==> config.mk <==
export PLATFORM = sky130hd
export DESIGN_NAME = bus_device_endpoint_flat
export DESIGN_NICKNAME = d
export VERILOG_FILES = /design/src/rtl/bus_pkg.sv /design/src/rtl/bus_device_endpoint_if.sv /design/src/rtl/endpoint_fifo.sv /design/src/rtl/bus_device_endpoint.sv /design/src/flat_wrapper.sv
export SDC_FILE = /design/constraint.sdc
export NUM_CORES = 1
export LEC_CHECK = 0
export CAP_MARGIN = 30
export CORE_MARGIN = 3
export CORE_UTILIZATION = 40
export CTS_CLUSTER_DIAMETER = 40
export CTS_CLUSTER_SIZE = 12
export DETAILED_ROUTE_END_ITERATION = 8
export DONT_BUFFER_PORTS = 1
export GPL_TIMING_DRIVEN = 0
export PLACE_DENSITY = 0.64
export SYNTH_ARGS = -nofsm -noshare
export SYNTH_HDL_FRONTEND = slang
export SYNTH_HIERARCHICAL = 1
export SYNTH_SLANG_ARGS = --single-unit
==> constraint.sdc <==
create_clock -name clk -period 3.6 [get_ports clk]
set_input_delay 0.36 -clock clk [delete_from_list [all_inputs] [get_ports clk]]
set_output_delay 0.36 -clock clk [all_outputs]
set_load 0.02 [all_outputs]
==> src/rtl/bus_pkg.sv <==
// Shared definitions for bus_device_endpoint: address width, broadcast id and destination
// extraction.
package bus_pkg;

  localparam int unsigned ADDR_W    = 8;
  localparam int unsigned PKT_W_MAX = 64;

  localparam logic [ADDR_W-1:0] BROADCAST_DEFAULT = '1;

  // Packets narrower than PKT_W_MAX are passed zero-extended; pkt_w gives the real width.
  function automatic logic [ADDR_W-1:0] get_dest(input logic [PKT_W_MAX-1:0] pkt,
                                                 input int unsigned         pkt_w);
    return pkt[pkt_w-1 -: ADDR_W];
  endfunction

endpackage

==> src/rtl/bus_device_endpoint_if.sv <==
// Host and bus side signals of one bus_device_endpoint. The master modport drives the
// endpoint (host agent plus bus arbiter); the slave modport is the endpoint itself.
interface bus_device_endpoint_if #(
  parameter int unsigned pckg_sz = 16,
  parameter int unsigned depth   = 8
);

  logic                     tx_valid;
  logic [pckg_sz-1:0]       tx_data;
  logic                     tx_ready;
  logic                     pndng;
  logic [pckg_sz-1:0]       D_pop;
  logic                     pop;
  logic                     push;
  logic [pckg_sz-1:0]       D_push;
  logic                     rx_valid;
  logic [pckg_sz-1:0]       rx_data;
  logic                     rx_rd;
  logic [$clog2(depth):0]   tx_count;
  logic [$clog2(depth):0]   rx_count;
  logic [7:0]               rx_drop_cnt;
  logic                     pop_err;

  modport master (
    output tx_valid, tx_data, pop, push, D_push, rx_rd,
    input  tx_ready, pndng, D_pop, rx_valid, rx_data, tx_count, rx_count, rx_drop_cnt, pop_err
  );

  modport slave (
    input  tx_valid, tx_data, pop, push, D_push, rx_rd,
    output tx_ready, pndng, D_pop, rx_valid, rx_data, tx_count, rx_count, rx_drop_cnt, pop_err
  );

endinterface

==> src/rtl/endpoint_fifo.sv <==
// Synchronous first-word-fall-through FIFO with an explicit occupancy count, so that full
// and empty are distinguished when the wrapping pointers are equal.
module endpoint_fifo #(
  parameter int unsigned Width = 16,
  parameter int unsigned Depth = 8
) (
  input  logic                   clk,
  input  logic                   reset,
  input  logic                   wr,
  input  logic [Width-1:0]       wr_data,
  input  logic                   rd,
  output logic [Width-1:0]       rd_data,
  output logic [$clog2(Depth):0] count,
  output logic                   full,
  output logic                   empty
);

  localparam int unsigned AddrW = $clog2(Depth);
  localparam int unsigned CntW  = AddrW + 1;

  logic [Width-1:0] mem_q [Depth];
  logic [AddrW-1:0] wr_ptr_q, rd_ptr_q;
  logic [CntW-1:0]  count_q;
  logic             wr_en, rd_en;

  assign full  = (count_q == CntW'(Depth));
  assign empty = (count_q == '0);
  assign wr_en = wr && !full;
  assign rd_en = rd && !empty;

  always_ff @(posedge clk) begin
    if (wr_en) begin
      mem_q[wr_ptr_q] <= wr_data;
    end
  end

  // Depth is a power of two, so pointer overflow is the modulo wrap.
  always_ff @(posedge clk) begin
    if (reset) begin
      wr_ptr_q <= '0;
      rd_ptr_q <= '0;
      count_q  <= '0;
    end else begin
      if (wr_en) wr_ptr_q <= wr_ptr_q + AddrW'(1);
      if (rd_en) rd_ptr_q <= rd_ptr_q + AddrW'(1);
      case ({wr_en, rd_en})
        2'b10:   count_q <= count_q + CntW'(1);
        2'b01:   count_q <= count_q - CntW'(1);
        default: count_q <= count_q;
      endcase
    end
  end

  assign rd_data = mem_q[rd_ptr_q];
  assign count   = count_q;

endmodule

==> src/rtl/bus_device_endpoint.sv <==
// Device-side bus endpoint: tx FIFO drained by the bus via pndng/pop, rx FIFO filled via push.
// Destination filtering on rx is enabled by defining ENDPOINT_ADDR_FILTER_EN.
module bus_device_endpoint
  import bus_pkg::*;
#(
  parameter int unsigned       pckg_sz   = 16,
  parameter int unsigned       depth     = 8,
  parameter logic [ADDR_W-1:0] id        = '0,
  parameter logic [ADDR_W-1:0] broadcast = BROADCAST_DEFAULT
) (
  input logic                  clk,
  input logic                  reset,
  bus_device_endpoint_if.slave bus
);

`ifdef ENDPOINT_ADDR_FILTER_EN
  localparam bit FilterEn = 1'b1;
`else
  localparam bit FilterEn = 1'b0;
`endif

  logic              ready_en_q;
  logic              pop_err_q;
  logic [7:0]        drop_q;
  logic              tx_full, tx_empty, rx_full, rx_empty;
  logic              tx_wr, tx_rd, rx_wr, rx_rd_en;
  logic [ADDR_W-1:0] dest;
  logic              dest_hit, dest_match;

  // tx_ready is held low through reset and rises on the first clock after release.
  always_ff @(posedge clk) begin
    if (reset) ready_en_q <= 1'b0;
    else       ready_en_q <= 1'b1;
  end

  assign bus.tx_ready = ready_en_q && !tx_full;
  assign bus.pndng    = !tx_empty;
  assign tx_wr        = bus.tx_valid && bus.tx_ready;
  assign tx_rd        = bus.pop && bus.pndng;

  endpoint_fifo #(
    .Width (pckg_sz),
    .Depth (depth)
  ) u_tx_fifo (
    .clk     (clk),
    .reset   (reset),
    .wr      (tx_wr),
    .wr_data (bus.tx_data),
    .rd      (tx_rd),
    .rd_data (bus.D_pop),
    .count   (bus.tx_count),
    .full    (tx_full),
    .empty   (tx_empty)
  );

  always_ff @(posedge clk) begin
    if (reset) begin
      pop_err_q <= 1'b0;
    end else if (bus.pop && !bus.pndng) begin
      pop_err_q <= 1'b1;
    end
  end

  assign dest       = get_dest(PKT_W_MAX'(bus.D_push), pckg_sz);
  assign dest_hit   = (dest == id) || (dest == broadcast);
  assign dest_match = FilterEn ? dest_hit : 1'b1;

  // Full is the registered state, so a push on full drops even when rx_rd frees a slot.
  assign rx_wr    = bus.push && dest_match && !rx_full;
  assign rx_rd_en = bus.rx_rd && !rx_empty;

  endpoint_fifo #(
    .Width (pckg_sz),
    .Depth (depth)
  ) u_rx_fifo (
    .clk     (clk),
    .reset   (reset),
    .wr      (rx_wr),
    .wr_data (bus.D_push),
    .rd      (rx_rd_en),
    .rd_data (bus.rx_data),
    .count   (bus.rx_count),
    .full    (rx_full),
    .empty   (rx_empty)
  );

  always_ff @(posedge clk) begin
    if (reset) begin
      drop_q <= '0;
    end else if (bus.push && dest_match && rx_full && (drop_q != 8'hFF)) begin
      drop_q <= drop_q + 8'd1;
    end
  end

  assign bus.rx_valid    = !rx_empty;
  assign bus.rx_drop_cnt = drop_q;
  assign bus.pop_err     = pop_err_q;

endmodule

==> src/flat_wrapper.sv <==
// flat-port wrapper written by rule: the top's interface ports become plain ports
module bus_device_endpoint_flat import bus_pkg::*;
#(
  parameter int unsigned       pckg_sz   = 16,
  parameter int unsigned       depth     = 8,
  parameter logic [ADDR_W-1:0] id        = '0,
  parameter logic [ADDR_W-1:0] broadcast = BROADCAST_DEFAULT
)
  (clk, reset, bus_tx_valid, bus_tx_data, bus_pop, bus_push, bus_D_push, bus_rx_rd, bus_tx_ready, bus_pndng, bus_D_pop, bus_rx_valid, bus_rx_data, bus_tx_count, bus_rx_count, bus_rx_drop_cnt, bus_pop_err);
  bus_device_endpoint_if #(.pckg_sz(pckg_sz), .depth(depth)) bus_i ();
  input logic clk;
  input logic reset;
  input wire logic [$bits(bus_i.tx_valid)-1:0] bus_tx_valid;
  input wire logic [$bits(bus_i.tx_data)-1:0] bus_tx_data;
  input wire logic [$bits(bus_i.pop)-1:0] bus_pop;
  input wire logic [$bits(bus_i.push)-1:0] bus_push;
  input wire logic [$bits(bus_i.D_push)-1:0] bus_D_push;
  input wire logic [$bits(bus_i.rx_rd)-1:0] bus_rx_rd;
  output wire logic [$bits(bus_i.tx_ready)-1:0] bus_tx_ready;
  output wire logic [$bits(bus_i.pndng)-1:0] bus_pndng;
  output wire logic [$bits(bus_i.D_pop)-1:0] bus_D_pop;
  output wire logic [$bits(bus_i.rx_valid)-1:0] bus_rx_valid;
  output wire logic [$bits(bus_i.rx_data)-1:0] bus_rx_data;
  output wire logic [$bits(bus_i.tx_count)-1:0] bus_tx_count;
  output wire logic [$bits(bus_i.rx_count)-1:0] bus_rx_count;
  output wire logic [$bits(bus_i.rx_drop_cnt)-1:0] bus_rx_drop_cnt;
  output wire logic [$bits(bus_i.pop_err)-1:0] bus_pop_err;
  assign bus_i.tx_valid = bus_tx_valid;
  assign bus_i.tx_data = bus_tx_data;
  assign bus_i.pop = bus_pop;
  assign bus_i.push = bus_push;
  assign bus_i.D_push = bus_D_push;
  assign bus_i.rx_rd = bus_rx_rd;
  assign bus_tx_ready = bus_i.tx_ready;
  assign bus_pndng = bus_i.pndng;
  assign bus_D_pop = bus_i.D_pop;
  assign bus_rx_valid = bus_i.rx_valid;
  assign bus_rx_data = bus_i.rx_data;
  assign bus_tx_count = bus_i.tx_count;
  assign bus_rx_count = bus_i.rx_count;
  assign bus_rx_drop_cnt = bus_i.rx_drop_cnt;
  assign bus_pop_err = bus_i.pop_err;
  bus_device_endpoint #(.pckg_sz(pckg_sz), .depth(depth), .id(id), .broadcast(broadcast)) u_core (.clk(clk), .reset(reset), .bus(bus_i));
endmodule
---- After elaboration in Yosys (flattened, before gate mapping) ----
Memories as Yosys holds them, arrays and structs flattened. A register that Yosys moved wholly into a read port is not among the register bits.
Index checks and enable logic that the tools add are counted.
operators by class
  add/subtract/negate cells ............... 9
  eq/ne operators ......................... 7
  muxes and demuxes ....................... 11
  reduce and logical (&&, ||, !) cells .... 20
operators with widths
  kind                   number
  $pmux W4 S2            2
  $add A3 B1 Y3 const B  4
  $logic_and A1 B1 Y1    12
  $mux W3                4
  $add A4 B1 Y4 const B  2
  $add A8 B1 Y8 const B  1
  $eq A4 B4 Y1 const B   2
  $logic_not A4 Y1       2
  $ne A8 B8 Y1 const B   1
  $sub A4 B1 Y4 const B  2
  $mux W1                5
  $eq A2 B1 Y1 const B   2
  $eq A2 B2 Y1 const B   2
  $logic_not A1 Y1       4
  $reduce_bool A2 Y1     2
storage, ports and cells
  bits in registers ....................... 30
  RAM bits ................................ 256
  input port bits ......................... 38
  output and inout bits ................... 52
  logic and storage cells ................. 58
  memories ................................ 2
memory list
  name                    depth  bits a word  read ports  clocked after Yosys merged registers in  wr ports  RTL line             source
  u_core.u_rx_fifo.mem_q  8      16           1           1                                        1         endpoint_fifo.sv:21  logic [Width-1:0] mem_q [Depth];
  u_core.u_tx_fifo.mem_q  8      16           1           1                                        1         endpoint_fifo.sv:21

---- Logic depth before layout (Yosys ltp) ----
  depth in word-level cells ............... 7
  depth in mapped cells ................... 14

---- Cells and area by module ----
Netlist, hierarchy kept.
modules (own cells, without submodules)
  module               instances  cells each  area each (um^2)
  endpoint_fifo        2          259         5,516.5
  bus_device_endpoint  1          57          500.5

---- Least setup slack after synthesis ----
No wires, ideal clock.
  kind .................................... register to register
  start ................................... register u_core.u_tx_fifo.count_q[0] (netlist: u_core/u_tx_fifo/count[0])
  end ..................................... memory u_core.u_tx_fifo.mem_q[0][0], enable pin
  library setup time ...................... 430 ps
  arrival ................................. 3,285 ps
  required time ........................... 3,170 ps
  slack ................................... -116 ps
  cell stages (with the launch flop) ...... 8
  buffers on the path ..................... 1
  clock period less this slack ............ 3,716 ps
  cell sequence ........................... dfxtp_1 or4b_4 buf_6 inv_1 nor2b_1 and2_1 nand2_8 nor4_1
on the way
  word-level cells in the longest chain between the ends .. 7
ends and longest elaborated chain
  element                        RTL line                   source
  start: declaration             endpoint_fifo.sv:23        logic [CntW-1:0] count_q;
  start signal: assignment       endpoint_fifo.sv:47        2'b10: count_q <= count_q + CntW'(1);
  start signal: assignment       endpoint_fifo.sv:48        2'b01: count_q <= count_q - CntW'(1);
  start signal: assignment       endpoint_fifo.sv:49        default: count_q <= count_q;
  $eq A4 B4 Y1                   endpoint_fifo.sv:26        assign full = (count_q == CntW'(Depth));
  named net u_core.tx_full       bus_device_endpoint.sv:25  logic tx_full, tx_empty, rx_full, rx_empty;
  $logic_not A1 Y1               bus_device_endpoint.sv:36  assign bus.tx_ready = ready_en_q && !tx_full;
  $logic_and A1 B1 Y1            bus_device_endpoint.sv:36
  named net bus_tx_ready         flat_wrapper.sv:19         output wire logic [$bits(bus_i.tx_ready)-1:0] bus_tx_ready;
  $logic_and A1 B1 Y1            bus_device_endpoint.sv:38  assign tx_wr = bus.tx_valid && bus.tx_ready;
  named net u_core.tx_wr         bus_device_endpoint.sv:26  logic tx_wr, tx_rd, rx_wr, rx_rd_en;
  $logic_and A1 B1 Y1            endpoint_fifo.sv:28        assign wr_en = wr && !full;
  $mux W1                        endpoint_fifo.sv:32        if (wr_en) begin
  $mux W1 (implied by the code)  endpoint_fifo.sv:33        mem_q[wr_ptr_q] <= wr_data;
  end: declaration               endpoint_fifo.sv:21
The timed path passes the listed nets, and every way through them passes these cells.

---- Final worst setup path ----
  start ................................... register u_core.u_tx_fifo.count_q[1] (netlist: u_core/u_tx_fifo/count[1])
  end ..................................... register u_core.u_tx_fifo.count_q[3] (netlist: u_core/u_tx_fifo/count[3])
on the way
  word-level cells in the longest chain between the ends .. 7
ends and longest elaborated chain
  element                                            RTL line                   source
  $eq A4 B4 Y1 (*)                                   endpoint_fifo.sv:26
  named net u_core.tx_full                           bus_device_endpoint.sv:25
  $logic_not A1 Y1 (*)                               bus_device_endpoint.sv:36
  $logic_and A1 B1 Y1 (*)                            bus_device_endpoint.sv:36
  named net bus_tx_ready                             flat_wrapper.sv:19
  $logic_and A1 B1 Y1 (*)                            bus_device_endpoint.sv:38
  named net u_core.tx_wr                             bus_device_endpoint.sv:26
  $logic_and A1 B1 Y1 (*)                            endpoint_fifo.sv:28
  $eq A2 B1 Y1 or $eq A2 B2 Y1 (tied branches)       endpoint_fifo.sv:46        case ({wr_en, rd_en})
  $pmux W4 S2 or $reduce_bool A2 Y1 (tied branches)  -
Mark *: on every way through the listed nets, which the timed path passes. The rest lies on a longest branch.
A chain may end at the register's enable or synchronous reset.

==> flow_metrics.env <==
export IMPL_core_sq_um=28100
export IMPL_grt_max_degree=14
export IMPL_slew_violations=0
export IMPL_synth_warnings=6
export IMPL_dieArea_sq_um=30900
export IMPL_grt_pass1_vias=5968
export IMPL_cts_buffers=38
export IMPL_slowest_delay_ns=0.48
export IMPL_timing_final_ws_setup_ns=0.208
export IMPL_relSlewSlack=0.306
export IMPL_syn_avg_cell_area_sq_um=20.1
export IMPL_rows=61
export IMPL_n_antenna_cell=0
export IMPL_first_pass_iters=4
export IMPL_drt_iter0_drc=429
export IMPL_fin_crit_ns=3.39
export IMPL_critical_path_class="register to register"
export IMPL_final_common_cell="edfxtp_1"
export IMPL_routed_via_density=5.28
export IMPL_hold_path_class="input port to register"
export IMPL_io_pins=90
export IMPL_async_reset_ff_frac=0
export IMPL_p_per_area_nw_per_um2=623
export IMPL_antenna_found_initial=0
export IMPL_vdd_drop_max_v=0.000453
export IMPL_postSynthCellCount=575
export IMPL_fin_worst_skew_ns=0.0195
export IMPL_dpl_instance_area_sq_um=12300
export IMPL_portBuffers=0
export IMPL_synth_seq_area_share=0.729
export IMPL_gp_congestion=0.720
export IMPL_drv_cap=0
export IMPL_crit_family="simple AND/OR/NAND/NOR gates"
export IMPL_crit_path_end_kind="register"
export IMPL_cp_start_kind="register"
export IMPL_track_usage=0.149
export IMPL_cts_root_buf="clkbuf_16"
export IMPL_cts_tree="built"
export IMPL_insertion_delay_ns=0.52
export IMPL_final_cell_mix="256 x edfxtp_1, 64 x mux4_2, 39 x clkbuf_16, 35 x mux2_2, 34 x dfxtp_1"
export IMPL_cp_required_ns=3.99
export IMPL_grt_overflow=0
export IMPL_area_growth_pct=20.3
export IMPL_wl_um=22400
export IMPL_cp_slowest_cell="dfxtp_1"
export IMPL_cts_htree_levels=2
export IMPL_ys_seq_elements=292
export IMPL_cp_buffers_inverters=4
export IMPL_fin_crit_sh=0.942
export IMPL_ant_nets=0
export IMPL_crit_path_max_fanout=8
export IMPL_tns_ns=0
export IMPL_status="complete, no violations"
export IMPL_rsz0062_at_grt="false"
export IMPL_ys_flop_type="edfxtp_1"
export IMPL_synthesis_nets=624
export IMPL_synth_area_leader_cell="edfxtp_1"
export IMPL_synth_area_leaders="edfxtp_1 67%, mux4_2 12%, dfxtp_1 6.2%"
export IMPL_die_w_um=176
export IMPL_post_place_ws_ns=0.0663
export IMPL_fin_nets=714
export IMPL_ctsLongestPathBuffers=3
export IMPL_hpwl_um=15000
export IMPL_initial_core_util=0.411
export IMPL_finalHoldViolations=0
export IMPL_syn_area_sq_um=11500
export IMPL_p_leak_nw=4.48
export IMPL_drc_errors=0
export IMPL_drive_gt1_frac=0.322
export IMPL_ys_types=51
export IMPL_grt_pass1_wl_um=35500
export IMPL_path_common_cell="buf_6"
export IMPL_wl_per_cell_um=20.9
export IMPL_die_y_um=176
export IMPL_arrival_ns=3.78
export IMPL_final_core_util=0.494
export IMPL_hold_ws_ns=0.0932
export IMPL_setup_violations=0
export IMPL_synth_edf_count=256
export IMPL_fmax_mhz=295
export IMPL_final_cell_area_sq_um=13900
export IMPL_vias=5651
export IMPL_clock_sinks=292
export IMPL_worst_slew_pin_slew_ns=1.04
export IMPL_synth_top_area_share=0.667
export IMPL_cp_cell_sequence="buf_6 -> or4b_4 -> buf_6 -> inv_1 -> nor2b_1 -> and2_1 -> nand2_8 -> ha_1 -> clkbuf_1 -> nor4b_1 -> a41oi_1 -> o41ai_1 -> mux2_2"
export IMPL_path_clk_slew_ns=0.05
==> per-stage QoR <==
step,cells,total power [mW]
2_1_floorplan,575,4.80
3_3_place_gp,953,4.98
3_5_place_dp,970,5.05
4_1_cts,1070,8.77
5_1_grt,1070,8.99
6_report,1070,8.65
==> flip-flops by register name (all words and copies together) (netlist names), named ones only <==
register                   flops
u_core/u_tx_fifo/count         4
u_core/bus.pop_err             1
u_core/u_tx_fifo/wr_ptr_q      3
u_core/u_rx_fifo/wr_ptr_q      3
u_core/bus.rx_drop_cnt         8
u_core/u_tx_fifo/mem_q       128
u_core/ready_en_q              1
u_core/u_rx_fifo/mem_q       128
u_core/u_tx_fifo/rd_ptr_q      3
u_core/u_rx_fifo/count         4
u_core/u_rx_fifo/rd_ptr_q      3
==> synth_stat cells (4+ instances only) <==
library cell and instances:
nor3_1 12, buf_6 10, nand2_1 8, buf_2 4, edfxtp_1 256, mux2i_1 5
ha_1 11, nor4_1 4, inv_1 6, a21oi_1 11, nand2b_1 5, clkbuf_1 5
buf_1 7, mux2_2 35, nor2b_1 5, dfxtp_1 36, nand3_1 6, nor2_1 30
mux4_2 64, xor2_1 11
==> path summary, 6_finish.rpt <==
kind | startpoint | to | slack (ns) | cells past startpoint
worst max-delay path | u_core/u_tx_fifo/count[1] | u_core/u_tx_fifo/count[3] | 0.21 | 13
worst min-delay path | reset | u_core/u_tx_fifo/count[3] | 0.09 | 2
worst max register to register | u_core/u_tx_fifo/count[1] | u_core/u_tx_fifo/count[3] | 0.21 | 13
worst min register to register | u_core/u_rx_fifo/rd_ptr_q[2] | u_core/u_rx_fifo/rd_ptr_q[2] | 0.54 | 2
==> where the power goes <==
group          internal [mW]  switching (mW)
Clock                   2.23            1.40
Sequential              3.84           0.106
Combinational          0.483           0.591
==> repair_timing <==
item                                   4_1_cts  5_1_grt
setup endpoints to repair                    0       11
endpoints found under the hold margin      257        0
buffers inserted                             0        0
hold buffers                                33        0
resized for setup                            0        2
==> routing by layer <==
| layer | share of wire | wire length (um) | GRT usage |
|---|---|---|---|
| met2 | 0.49 | 10900 | 0.242 |
| met3 | 0.071 | 1590 | 0.0441 |
| met5 | 0 | 0 | 0 |
| met1 | 0.42 | 9370 | 0.197 |
| met4 | 0.022 | 501 | 0.0416 |
==> final cells by class <==
class                   instances  area [sq um]
fillers                      2338         14200
flip-flops and latches        292          8410
multi-input cells             251          3000
clock buffers                  43           991
repair buffers                 50           548
well taps                     378           473
clock inverters                24           245
plain buffers                  26           178
inverters                       6          22.5
==> cells by family (layout without fill, tap and decap cells) <==
kind of cell | Yosys count | count (layout) | share of synthesized area
XOR/XNOR | 16 | 16 | 0.0135
AO/OA/AOI/OAI | 26 | 26 | 0.0155
flip-flops | 292 | 292 | 0.729
buffers and inverters | 32 | 149 | 0.0174
adder cells (fa/ha/maj) | 11 | 11 | 0.0119
AND/OR/NAND/NOR | 94 | 94 | 0.0493
multiplexers | 104 | 104 | 0.163
Note: power is estimated with default switching activity, not from simulation.
==> RTL change (same settings) <==
`pckg_sz` is set to 16 in 3 places; all go to 17.
--- a/src/rtl/bus_device_endpoint_if.sv
+++ b/src/rtl/bus_device_endpoint_if.sv
@@ -1,7 +1,7 @@
 // Host and bus side signals of one bus_device_endpoint. The master modport drives the
 // endpoint (host agent plus bus arbiter); the slave modport is the endpoint itself.
 interface bus_device_endpoint_if #(
-  parameter int unsigned pckg_sz = 16,
+  parameter int unsigned pckg_sz = 17,
   parameter int unsigned depth   = 8
 );
 
--- a/src/rtl/bus_device_endpoint.sv
+++ b/src/rtl/bus_device_endpoint.sv
@@ -3,7 +3,7 @@
 module bus_device_endpoint
   import bus_pkg::*;
 #(
-  parameter int unsigned       pckg_sz   = 16,
+  parameter int unsigned       pckg_sz   = 17,
   parameter int unsigned       depth     = 8,
   parameter logic [ADDR_W-1:0] id        = '0,
   parameter logic [ADDR_W-1:0] broadcast = BROADCAST_DEFAULT
--- a/src/flat_wrapper.sv
+++ b/src/flat_wrapper.sv
@@ -1,7 +1,7 @@
 // flat-port wrapper written by rule: the top's interface ports become plain ports
 module bus_device_endpoint_flat import bus_pkg::*;
 #(
-  parameter int unsigned       pckg_sz   = 16,
+  parameter int unsigned       pckg_sz   = 17,
   parameter int unsigned       depth     = 8,
   parameter logic [ADDR_W-1:0] id        = '0,
   parameter logic [ADDR_W-1:0] broadcast = BROADCAST_DEFAULT
Interface: changed (resized bus_D_pop, bus_D_push, bus_rx_data and bus_tx_data); port bits go from 90 to 94. No check against the original RTL was run, so the function may have changed too.
==> RTL change against the unedited design <==
- final area rose by 7.4%
- area after synthesis rose by 6.8%
- setup slack gained 170 ps
- sequential cell count increased by 16
- total power increased by 8.6%
- first-iteration DRC count rose by 0.23%
- non-clock buffer count up 5
- critical path depth stayed put
- wire length increased by 6.7%
- via count rose by 5.5%
- critical endpoint is now u_core/u_tx_fifo/count[2]
- largest cell class unchanged
- largest power group unchanged
==> RTL change: results <==
metrics = {
    "outcome": {
        "status": "finished clean",
    },
    "cells_and_area": {
        "drive_gt1_share_pct": 29.06,
        "nets": 747,
        "fillers": 2378,
        "seqCellArea_sq_um": 8890,
    },
    "route": {
        "drtIter0Drc": 430,
        "wl_met2_um": 11950,
        "vias": 5964,
        "wl_met1_um": 10180,
        "dr.pass1.iters": 5,
        "avgViaCountPerCell": 5.344,
        "wl_met3_um": 1277,
        "wl_um": 23880,
        "routed.top_layer": "met5",
    },
    "synth": {
        "syn_inst": 599,
        "ys_seq_area_share_pct": 72.18,
        "synthArstFlopShare_pct": 0,
        "netlist_top_cells_area": "edfxtp_1 66%, mux4_1 7.0%, mux4_2 6.4%",
        "synthAdderAreaFrac_pct": 1.118,
        "synth-xor-area-share_pct": 1.260,
        "synth_compound_area_share_pct": 1.453,
        "ys_types": 53,
        "synth-edff-count": 272,
        "yosys-top-cells-count": "272 x edfxtp_1, 37 x mux2_2, 36 x dfxtp_1",
        "syn_nets": 650,
        "ys_warn_count": 6,
        "synthFlopType": "edfxtp_1",
        "synthMuxAreaShare_pct": 17.23,
    },
    "critical_path": {
        "critPathMaxStageDelay_ps": 590,
        "slowest_stage": "dfxtp_1",
        "cpLargestDelayFamily": "simple AND/OR/NAND/NOR gates",
        "crit_fanout": 9,
        "crit_arrival_ps": 3650,
    },
    "global_route": {
        "track_usage_pct": 14.40,
        "grtUsageMet2_pct": 23.81,
        "grt_use_met1_pct": 19.23,
        "antenna_found_initial": 1,
        "use_met3_pct": 3.285,
        "grt_pass1_vias": 6309,
        "grt_pass1_wl_um": 36930,
    },
    "timing": {
        "worst_pin_slew_ps": 913.0,
        "clock_skew_ps": 21.85,
        "slew_violations": 0,
    },
    "place": {
        "gp_congestion": 0.7235,
        "hpwl_um": 15640,
        "port_buffers": 0,
        "pre_cts_ws_ps": 186.3,
        "dp.cells": 1007,
        "place_area_sq_um": 13100,
    },
    "pwr": {
        "p_leak_uw": 0.004911,
        "ir_drop_mv": 0.3989,
    },
    "clock_tree": {
        "cts_buffer_depth": 3,
        "worstSkewPairLatency_ps": 530,
        "cts_inserted_buffers": 42,
        "root_buffer": "clkbuf_16",
    },
    "min_path": {
        "whs_path_depth": 2,
        "hold_class": "primary input to register",
    },
}
## RTL change: cell types whose count changed in the layout (fill, tap and decap cells not counted), moves of 5 or more
cell	change
buf_1	-7
clkbuf_16	+5
clkbuf_8	+7
edfxtp_1	+16
mux4_1	+33
mux4_2	-29
## RTL change: timing repair
| item | 4_1_cts | 5_1_grt |
|---|---|---|
| endpoints found under the setup margin | 0 | 2 |
| gates resized for setup | 0 | 2 |
| hold buffers | 35 | 0 |
| hold endpoints to repair | 273 | 0 |
## RTL change: cell type report
type | instances | area share, %
sequential | 308 | 59.70
multi-input combinational | 257 | 21.76
tap | 390 | 3.277
inverter | 6 | 0.1512
clock inverter | 25 | 1.932
clock buffer | 49 | 7.721
timing repair buffer | 53 | 3.840
buffer | 28 | 1.622
## RTL change: path summary, 6_finish.rpt
kind                                      from                      endpoint  slack, ps
setup / recovery     u_core/u_tx_fifo/count[2]     u_core/u_tx_fifo/count[2]        380
hold / removal                           reset     u_core/u_rx_fifo/count[3]         80
setup reg to reg     u_core/u_tx_fifo/count[2]     u_core/u_tx_fifo/count[2]        380
hold reg to reg   u_core/u_tx_fifo/rd_ptr_q[2]  u_core/u_tx_fifo/rd_ptr_q[2]        530
## RTL change: power by group
| part | internal [uW] | leakage [uW] | switching [uW] |
|---|---|---|---|
| registers | 4050 | 0.00276 | 104 |
| logic | 497 | 0.00145 | 617 |
| clock network | 2600 | 0.000709 | 1520 |
## RTL change: cell families (layout without fill, tap and decap cells)
family | count (synthesis) | after routing
fa+ha+maj | 11 | 11
simple gates | 94 | 94
mux | 110 | 110
flops | 308 | 308
xor+xnor | 16 | 16
buf+inv | 34 | 161
compound gates | 26 | 26
